===== config.mk =====
export PLATFORM = sky130hd
export DESIGN_NAME = iddrx2_align_ctrl
export DESIGN_NICKNAME = d
export VERILOG_FILES = /design/src/rtl/iddrx2_align_pkg.sv /design/src/rtl/iddrx2_word_rotator.sv /design/src/rtl/iddrx2_align_ctrl.sv
export SDC_FILE = /design/constraint.sdc
export NUM_CORES = 1
export LEC_CHECK = 0
export ABC_CLOCK_PERIOD_IN_PS = 2700
export CORE_AREA = 2 2 68 70
export CTS_BUF_LIST = sky130_fd_sc_hd__clkbuf_4
export DETAILED_ROUTE_END_ITERATION = 10
export DIE_AREA = 0 0 70 72
export PLACE_DENSITY = 0.74
export SYNTH_ARGS = -nofsm -noshare
export SYNTH_HDL_FRONTEND = slang
export SYNTH_HIERARCHICAL = 1
export SYNTH_SLANG_ARGS = --single-unit
export TNS_END_PERCENT = 100

===== constraint.sdc =====
create_clock -name SCLK -period 2.7 [get_ports SCLK]
set_input_delay 0.27 -clock SCLK [delete_from_list [all_inputs] [get_ports SCLK]]
set_output_delay 0.27 -clock SCLK [all_outputs]
set_load 0.005 [all_outputs]

===== src/rtl/iddrx2_align_pkg.sv =====
// Shared types and constants for the x2-gearing word-alignment controller.
package iddrx2_align_pkg;

    localparam int ALIGN_SEL_W = 3;
    localparam int CNT_W       = 8;

    localparam logic [3:0] DEFAULT_PATTERN = 4'b0011;

    typedef enum logic [2:0] {
        ST_IDLE,
        ST_SETTLE,
        ST_CHECK,
        ST_LOCKED,
        ST_FAIL
    } state_t;

    // Counters stick at all-ones instead of wrapping back to zero.
    function automatic logic [CNT_W-1:0] sat_inc(input logic [CNT_W-1:0] v);
        return (v == '1) ? v : v + CNT_W'(1);
    endfunction

endpackage


===== src/rtl/iddrx2_word_rotator.sv =====
// Registers the gearbox word and its predecessor, then extracts a 4-bit window
// starting 'off' bits into the two-word history; bit 0 of the result is the earliest bit.
module iddrx2_word_rotator (
    input  logic       clk,
    input  logic       rst_n,
    input  logic [3:0] word,
    input  logic [1:0] off,
    output logic [3:0] dout
);

    logic [3:0] wcur_reg;
    logic [3:0] wprev_reg;
    logic [3:0] dout_reg;
    logic [7:0] pair;
    logic [3:0] rot_word;

    assign pair = {wcur_reg, wprev_reg};

    genvar gi;
    generate
        for (gi = 0; gi < 4; gi++) begin : g_bit
            assign rot_word[gi] = pair[3'(gi) + {1'b0, off}];
        end
    endgenerate

    always_ff @(posedge clk or negedge rst_n) begin
        if (!rst_n) begin
            wcur_reg  <= '0;
            wprev_reg <= '0;
            dout_reg  <= '0;
        end else begin
            wcur_reg  <= word;
            wprev_reg <= wcur_reg;
            dout_reg  <= rot_word;
        end
    end

    assign dout = dout_reg;

endmodule


===== src/rtl/iddrx2_align_ctrl.sv =====
// Training FSM for one x2 DDR input slice: sweeps {POL, OFF} until the rotated
// word equals PATTERN, then holds the alignment and optionally re-trains on loss.
module iddrx2_align_ctrl
    import iddrx2_align_pkg::*;
#(
    parameter logic [3:0] PATTERN    = DEFAULT_PATTERN,
    parameter int         MATCH_CNT  = 16,
    parameter int         SETTLE_CYC = 8,
    parameter int         ERR_LIMIT  = 4
) (
    input  logic       SCLK,
    input  logic       RSTN,
    input  logic       START,
    input  logic       TRACK_EN,
    input  logic       QA0,
    input  logic       QB0,
    input  logic       QA1,
    input  logic       QB1,
    output logic       POL,
    output logic [2:0] ALIGN_SEL,
    output logic [3:0] DOUT,
    output logic       DVALID,
    output logic       BUSY,
    output logic       LOCK,
    output logic       FAIL
);

    localparam logic [CNT_W-1:0] SETTLE_LAST = CNT_W'(SETTLE_CYC - 1);
    localparam logic [CNT_W-1:0] MATCH_LAST  = CNT_W'(MATCH_CNT);
    localparam logic [CNT_W-1:0] ERR_LAST    = CNT_W'(ERR_LIMIT);

    state_t                 state_reg, state_next;
    logic [ALIGN_SEL_W-1:0] align_sel_reg, align_sel_next;
    logic [CNT_W-1:0]       settle_cnt_reg, settle_cnt_next;
    logic [CNT_W-1:0]       match_cnt_reg, match_cnt_next;
    logic [CNT_W-1:0]       err_cnt_reg, err_cnt_next;
    logic [CNT_W-1:0]       match_inc, err_inc;
    logic [3:0]             dout_w;
    logic                   word_ok;

    iddrx2_word_rotator u_rotator (
        .clk   (SCLK),
        .rst_n (RSTN),
        .word  ({QB1, QA1, QB0, QA0}),
        .off   (align_sel_reg[1:0]),
        .dout  (dout_w)
    );

    assign word_ok   = (dout_w == PATTERN);
    assign match_inc = sat_inc(match_cnt_reg);
    assign err_inc   = sat_inc(err_cnt_reg);

    always_ff @(posedge SCLK or negedge RSTN) begin
        if (!RSTN) begin
            state_reg      <= ST_IDLE;
            align_sel_reg  <= '0;
            settle_cnt_reg <= '0;
            match_cnt_reg  <= '0;
            err_cnt_reg    <= '0;
        end else begin
            state_reg      <= state_next;
            align_sel_reg  <= align_sel_next;
            settle_cnt_reg <= settle_cnt_next;
            match_cnt_reg  <= match_cnt_next;
            err_cnt_reg    <= err_cnt_next;
        end
    end

    always_comb begin
        state_next      = state_reg;
        align_sel_next  = align_sel_reg;
        settle_cnt_next = settle_cnt_reg;
        match_cnt_next  = match_cnt_reg;
        err_cnt_next    = err_cnt_reg;
        case (state_reg)
            ST_IDLE, ST_FAIL: begin
                if (START) begin
                    state_next      = ST_SETTLE;
                    align_sel_next  = '0;
                    settle_cnt_next = '0;
                end
            end
            ST_SETTLE: begin
                if (settle_cnt_reg >= SETTLE_LAST) begin
                    state_next     = ST_CHECK;
                    match_cnt_next = '0;
                end else begin
                    settle_cnt_next = sat_inc(settle_cnt_reg);
                end
            end
            ST_CHECK: begin
                // A match reaching the threshold wins over any other event.
                if (word_ok) begin
                    match_cnt_next = match_inc;
                    if (match_inc >= MATCH_LAST) begin
                        state_next   = ST_LOCKED;
                        err_cnt_next = '0;
                    end
                end else if (align_sel_reg == '1) begin
                    state_next = ST_FAIL;
                end else begin
                    state_next      = ST_SETTLE;
                    align_sel_next  = align_sel_reg + 1'b1;
                    settle_cnt_next = '0;
                end
            end
            ST_LOCKED: begin
                err_cnt_next = '0;
                if (TRACK_EN && !word_ok) begin
                    err_cnt_next = err_inc;
                end
                // Loss of lock and START both restart the sweep from candidate 0.
                if ((TRACK_EN && !word_ok && err_inc >= ERR_LAST) || START) begin
                    state_next      = ST_SETTLE;
                    align_sel_next  = '0;
                    settle_cnt_next = '0;
                    err_cnt_next    = '0;
                end
            end
            default: state_next = ST_IDLE;
        endcase
    end

    assign ALIGN_SEL = align_sel_reg;
    assign POL       = align_sel_reg[2];
    assign DOUT      = dout_w;
    assign BUSY      = (state_reg == ST_SETTLE) || (state_reg == ST_CHECK);
    assign LOCK      = (state_reg == ST_LOCKED);
    assign DVALID    = (state_reg == ST_LOCKED);
    assign FAIL      = (state_reg == ST_FAIL);

endmodule


==> impl_metrics.ini, run 1 <==
[finish]
nNetsFinal = 241
nFillCells = 367
syn_to_final_growth_pct = 12.6
drive_gt1_frac = 0.110
fin_util = 0.603
final_area_um2 = 2570
n_antenna_cell = 0

[floorplan]
rows = 24
io_pins = 20
core_area_um2 = 4260
dieArea_um2 = 5040
die-height_um = 72
die_w_um = 70
start_util = 0.536

[sta]
rsz0062_at_grt = no
maxSlewViolCount = 0
fin_ws_ns = 0.444
finClkSkew_ns = 0.0106
fin_setup_tns_ns = 0
min_period_ns = 2.26
fin_crit_sh = 0.836
tightest_slew_ns = 0.905
max_slew_margin = 0.396
fmax_ghz = 0.443
setup_violations = 0
hold_violations = 0

[cts]
clkSinkCount = 42
clk_path_buf_depth = 2
tritoncts = built
cts_setup_buffers = 0
postCtsHoldBufs = 0
h-tree-depth = 2
root_buffer = clkbuf_4
clock_latency_ns = 0.35
cts_buffers = 5
clk_pin_slew_ns = 0.12
cts-resized-gates = 0

[synth]
synth_area_um2 = 2280
seq_area_frac_synth = 0.460
synthTopCellsByArea = dfrtp_1, mux4_1, ha_1, nand2_1, nor2_1
synth_cells = 206
ys_types = 52
ys_seq_elements = 42
async_flop_share = 1.00
yosys.area.top_type = dfrtp_1
avgSynthCellArea_um2 = 11.1
synth_nets = 221
synth_warnings = 6
synth.top_cell.area_share = 0.460
synth-edff-count = 0
synth_ff_type = dfrtp_1

[status]
status = finished, final reports clean

[grt]
antenna_found_initial = 0
grt_max_degree = 43
grt.total_usage = 0.188
grt_first_pass_wirelength_mm = 7.59
grt_overflow = 0
first_global_vias = 1626

[power_and_ir_drop]
power.leakage_uw = 0.00110
irDropWorstVdd_v = 0.000378
power_density_nw_per_um2 = 743
power_uw = 1910

[placed_design]
dp_slack_ns = 0.625
numPortBuffers = 19
dp_hpwl_mm = 3.08
gp_congestion = 0.838
place_area_um2 = 2490

[critical_path]
crit_type = flip-flop to primary output
path_max_fanout = 11
worstSetupStartpointType = flip-flop
end_kind = primary output
cp.arrival_ns = 1.99
worst_ep_required_time_ns = 2.43

[job]
drv_cap = 0

[worst_hold_path]
hp-class = input pin to asynchronous set/reset pin

[detailed_routing]
ant_nets = 0
drt_first_pass_iters = 4
routedWlPerCell_um = 15.0
wirelength_mm = 4.20
via_per_inst = 5.91
drc = 0
num_vias = 1650
drt_first_iter_violations = 88
## cells in the mapped netlist (3+ instances only)
library cell  instances
dfrtp_1              42
mux2_1                3
nor3_1                7
and3_1                6
and2_1                8
nor2_1               15
o21ai_0               9
buf_2                 3
nor3b_2               3
ha_1                  7
mux4_1                4
nor3b_1               3
a21oi_1               9
nand2_1              17
inv_1                 6
mux2i_1               3
a41oi_1               5
nand3_1               8
o31ai_1               3
a31oi_1               5
## cell families (layout without fill, tap and decap cells)
group,count (synthesis),after routing,share of synthesized area
simple gates,83,83,0.219
compound gates,47,47,0.153
fa+ha+maj,7,7,0.0384
buf+inv,13,34,0.0329
mux,13,13,0.0921
flops,42,42,0.460
xor+xnor,1,1,0.00384
## metal layers
layer,routed length (um),vias up,global-route usage
met5,0,-,0
met1,2050,810,0.263
li1,-,809,-
met2,1950,26,0.293
met3,146,5,0.0458
met4,45,0,0.0620
## layout make-up
class	count	area [um^2]	share of cell area
tap	52	65.1	0.0253
inverter	6	22.5	0.00876
clock buffer	7	52.6	0.0204
timing repair buffer	20	193	0.0749
multi-input combinational	151	1160	0.450
clock inverter	1	30.0	0.0117
sequential	42	1050	0.409
## worst max-delay path, cell delays in order, from the launching register on
cell and delay [ns]:
dfrtp_1 0.60, and2b_1 0.25, nand2_1 0.15, nand2b_1 0.13, clkdlybuf4s50_1 0.50
## cell usage in the layout (no fill, tap or decap), drive strengths merged, types with 2 or more instances in the layout
cell and count:
a31oi 5, nor3b 6, clkbuf 7, mux2 6
clkdlybuf4s50 18, nor3 7, a311oi 2, nand2b 2
o211ai 2, o31ai 3, nand3 8, and2 8
buf 2, nand4bb 2, nand4 2, nor2b 2
o221ai 2, dfrtp 42, mux2i 3, ha 7
nor4 2, mux4 4, o21ai 9, a41oi 5
and3 7, nand2 18, nor2 16, a21oi 9
inv 6
## through the flow
stage / instances / hold WS [ns]
3_5_place_dp: 271 / 0.360
3_3_place_gp: 271 / 0.355
6_report: 279 / 0.0337
2_1_floorplan: 206 / -0.0256
4_1_cts: 279 / 0.0643
5_1_grt: 279 / 0.112
## where the power goes
part	internal, uW	switching, uW
Clock	217	195
Sequential	712	103
Combinational	343	343
Total	1270	641
## final timing paths
kind | slack, ns | depth (start not counted) | endpoint | startpoint
min in group SCLK | 0.35 | 1 | u_rotator/wcur_reg[1] | QB0
worst max register to register | 0.61 | 7 | ALIGN_SEL[0] | ALIGN_SEL[1]
max in group asynchronous | 2.09 | 1 | settle_cnt_reg[0] | RSTN
worst min register to register | 0.38 | 0 | u_rotator/wprev_reg[3] | u_rotator/wcur_reg[3]
worst max-delay path | 0.44 | 4 | BUSY | state_reg[1]
worst min-delay path | 0.03 | 1 | err_cnt_reg[3] | RSTN
No activity file was read; power rests on OpenSTA's default activity.
==> inputs of run 2 (changes only) <==
--- a/config.mk
+++ b/config.mk
@@ -5,7 +5,7 @@
 export SDC_FILE = /design/constraint.sdc
 export NUM_CORES = 1
 export LEC_CHECK = 0
-export ABC_CLOCK_PERIOD_IN_PS = 2700
+export ABC_CLOCK_PERIOD_IN_PS = 2300
 export CORE_AREA = 2 2 68 70
 export CTS_BUF_LIST = sky130_fd_sc_hd__clkbuf_4
 export DETAILED_ROUTE_END_ITERATION = 10
==> constraint.sdc (replaced) <==
create_clock -name SCLK -period 2.3 [get_ports SCLK]
set_input_delay 0.23 -clock SCLK [delete_from_list [all_inputs] [get_ports SCLK]]
set_output_delay 0.23 -clock SCLK [all_outputs]
set_load 0.005 [all_outputs]
==> run 2 against run 1 <==
  * Global-route usage about the same
  * First-iteration DRC count up 28%
  * Flip-flop and latch count unchanged
  * Power up 25%
  * Cell count up 1.4%
  * Hold slack better by 0.24 ns
  * Non-clock buffer count up 4
  * Clock-buffer cell count down 2
  * Die area unchanged
==> impl_metrics.ini, run 2 (synthesis results as in run 1) <==
[status]
status = finished, final reports clean

[grt]
antenna_found_initial = 0
grt_use_met3 = 0.0431
grt_busiest_layer = met2
met1_usage = 0.258
grt_overflow = 0
grt.met2_usage = 0.301
grt_max_degree = 43
first_global_vias = 1608
grt_first_pass_wirelength_mm = 7.49
grt.total_usage = 0.189

[finish]
drive_gt1_frac = 0.130
final_common_cell = dfrtp_1
final_cell_mix = dfrtp_1, clkdlybuf4s50_1, nand2_1
nNetsFinal = 245
n_antenna_cell = 0
syn_to_final_growth_pct = 15.2

[detailed_routing]
drc = 0
drt_first_iter_violations = 113
wirelength_mm = 4.33
via_per_inst = 6.01
num_vias = 1702
routedWlPerCell_um = 15.3
ant_nets = 0
drt_first_pass_iters = 4

[cts]
cts_setup_buffers = 0
h-tree-depth = 2
clk_path_buf_depth = 2
tritoncts = built
clkSinkCount = 42
root_buffer = clkbuf_4
cts_buffers = 5
clk_pin_slew_ns = 0.13
clock_latency_ns = 0.37

[sta]
min_period_ns = 2.14
setup_violations = 0
maxSlewViolCount = 0
fmax_ghz = 0.467
finClkSkew_ns = 0.0133
whs_ns = 0.276
rsz0062_at_grt = no
fin_crit_sh = 0.931
max_slew_margin = 0.393
hold_violations = 0
fin_setup_tns_ns = 0
tightest_slew_ns = 0.910

[placed_design]
gp_congestion = 0.855
numPortBuffers = 19
dp_hpwl_mm = 3.15

[critical_path]
crit_type = flip-flop to primary output
cp.arrival_ns = 1.91
worstSetupStartpointType = flip-flop
worst_ep_required_time_ns = 2.07
path_max_fanout = 11
r2r_slack_ns = 0.23
end_kind = primary output

[floorplan]
io_pins = 20
start_util = 0.536
rows = 24
die_w_um = 70
dieArea_um2 = 5040
die-height_um = 72
core_area_um2 = 4260

[power_and_ir_drop]
power.leakage_uw = 0.00112
irDropWorstVdd_v = 0.000576
power_uw = 2380
power_density_nw_per_um2 = 906

[worst_hold_path]
hp-class = input pin to flip-flop

[job]
drv_cap = 0
==> run 2: changes by cell type in the layout (fill, tap and decap cells not counted) <==
cell,delta
clkbuf_4,-2
clkinv_4,+1
bufinv_16,+1
dlygate4sd3_1,+1
buf_4,+3
dfrtp_1,-2
dfrtp_2,+2
==> run 2: final timing paths <==
kind	startpoint	to	depth (start not counted)
min reg2reg	u_rotator/wcur_reg[3]	u_rotator/wprev_reg[3]	0
max in group asynchronous	RSTN	state_reg[1]	2
min	QA0	u_rotator/wcur_reg[0]	1
max	state_reg[1]	BUSY	3
max reg2reg	u_rotator/dout[2]	match_cnt_reg[3]	5
min in group asynchronous	RSTN	u_rotator/dout[2]	2
==> run 2: what timing repair did <==
item / in CTS / in global routing
setup endpoints to repair: 0 / 1
hold buffers: 1 / 0
gates resized for setup: 0 / 2
hold endpoints to repair: 14 / 0
==> run 2: final cells by class <==
| type | count | area (um^2) |
|---|---|---|
| Multi-Input combinational cell | 151 | 1160 |
| Timing Repair Buffer | 24 | 225 |
| Clock buffer | 5 | 37.5 |
| Fill cell | 361 | 1630 |
| Inverter | 6 | 22.5 |
| Clock inverter | 3 | 68.8 |
| Sequential cell | 42 | 1050 |
| Tap cell | 52 | 65.1 |
==> run 2: critical path: stages (launching register included) <==
cell             delay, ns
dfrtp_2               0.53
nor3b_2               0.32
nand2b_1              0.18
clkdlybuf4s50_1       0.51
==> run 2: metrics by stage <==
stage / area (um^2) / setup slack (ns) / std cells / util
after CTS: 2630 / 0.0390 / 283 / 0.616
after global routing: 2630 / 0.0146 / 283 / 0.617
after detailed placement: 2510 / 0.254 / 274 / 0.589
after floorplan: 2280 / 0.315 / 206 / -
after global placement: 2510 / 0.238 / 274 / 0.589
final: 2630 / 0.158 / 283 / 0.617
==> run 2: power breakdown <==
part / internal (uW) / total (uW) / leakage [uW] / switching, uW
Sequential: 838 / 959 / 0.000544 / 121
Clock: 340 / 599 / 0.0000554 / 260
Combinational: 407 / 825 / 0.000525 / 418
Total: 1590 / 2380 / 0.00112 / 798
==> run 2: per-layer routing <==
layer | up-vias | routed length (um)
li1 | 819 | -
met1 | 837 | 2100
met2 | 39 | 1980
met3 | 7 | 184
met4 | 0 | 64
met5 | - | 0
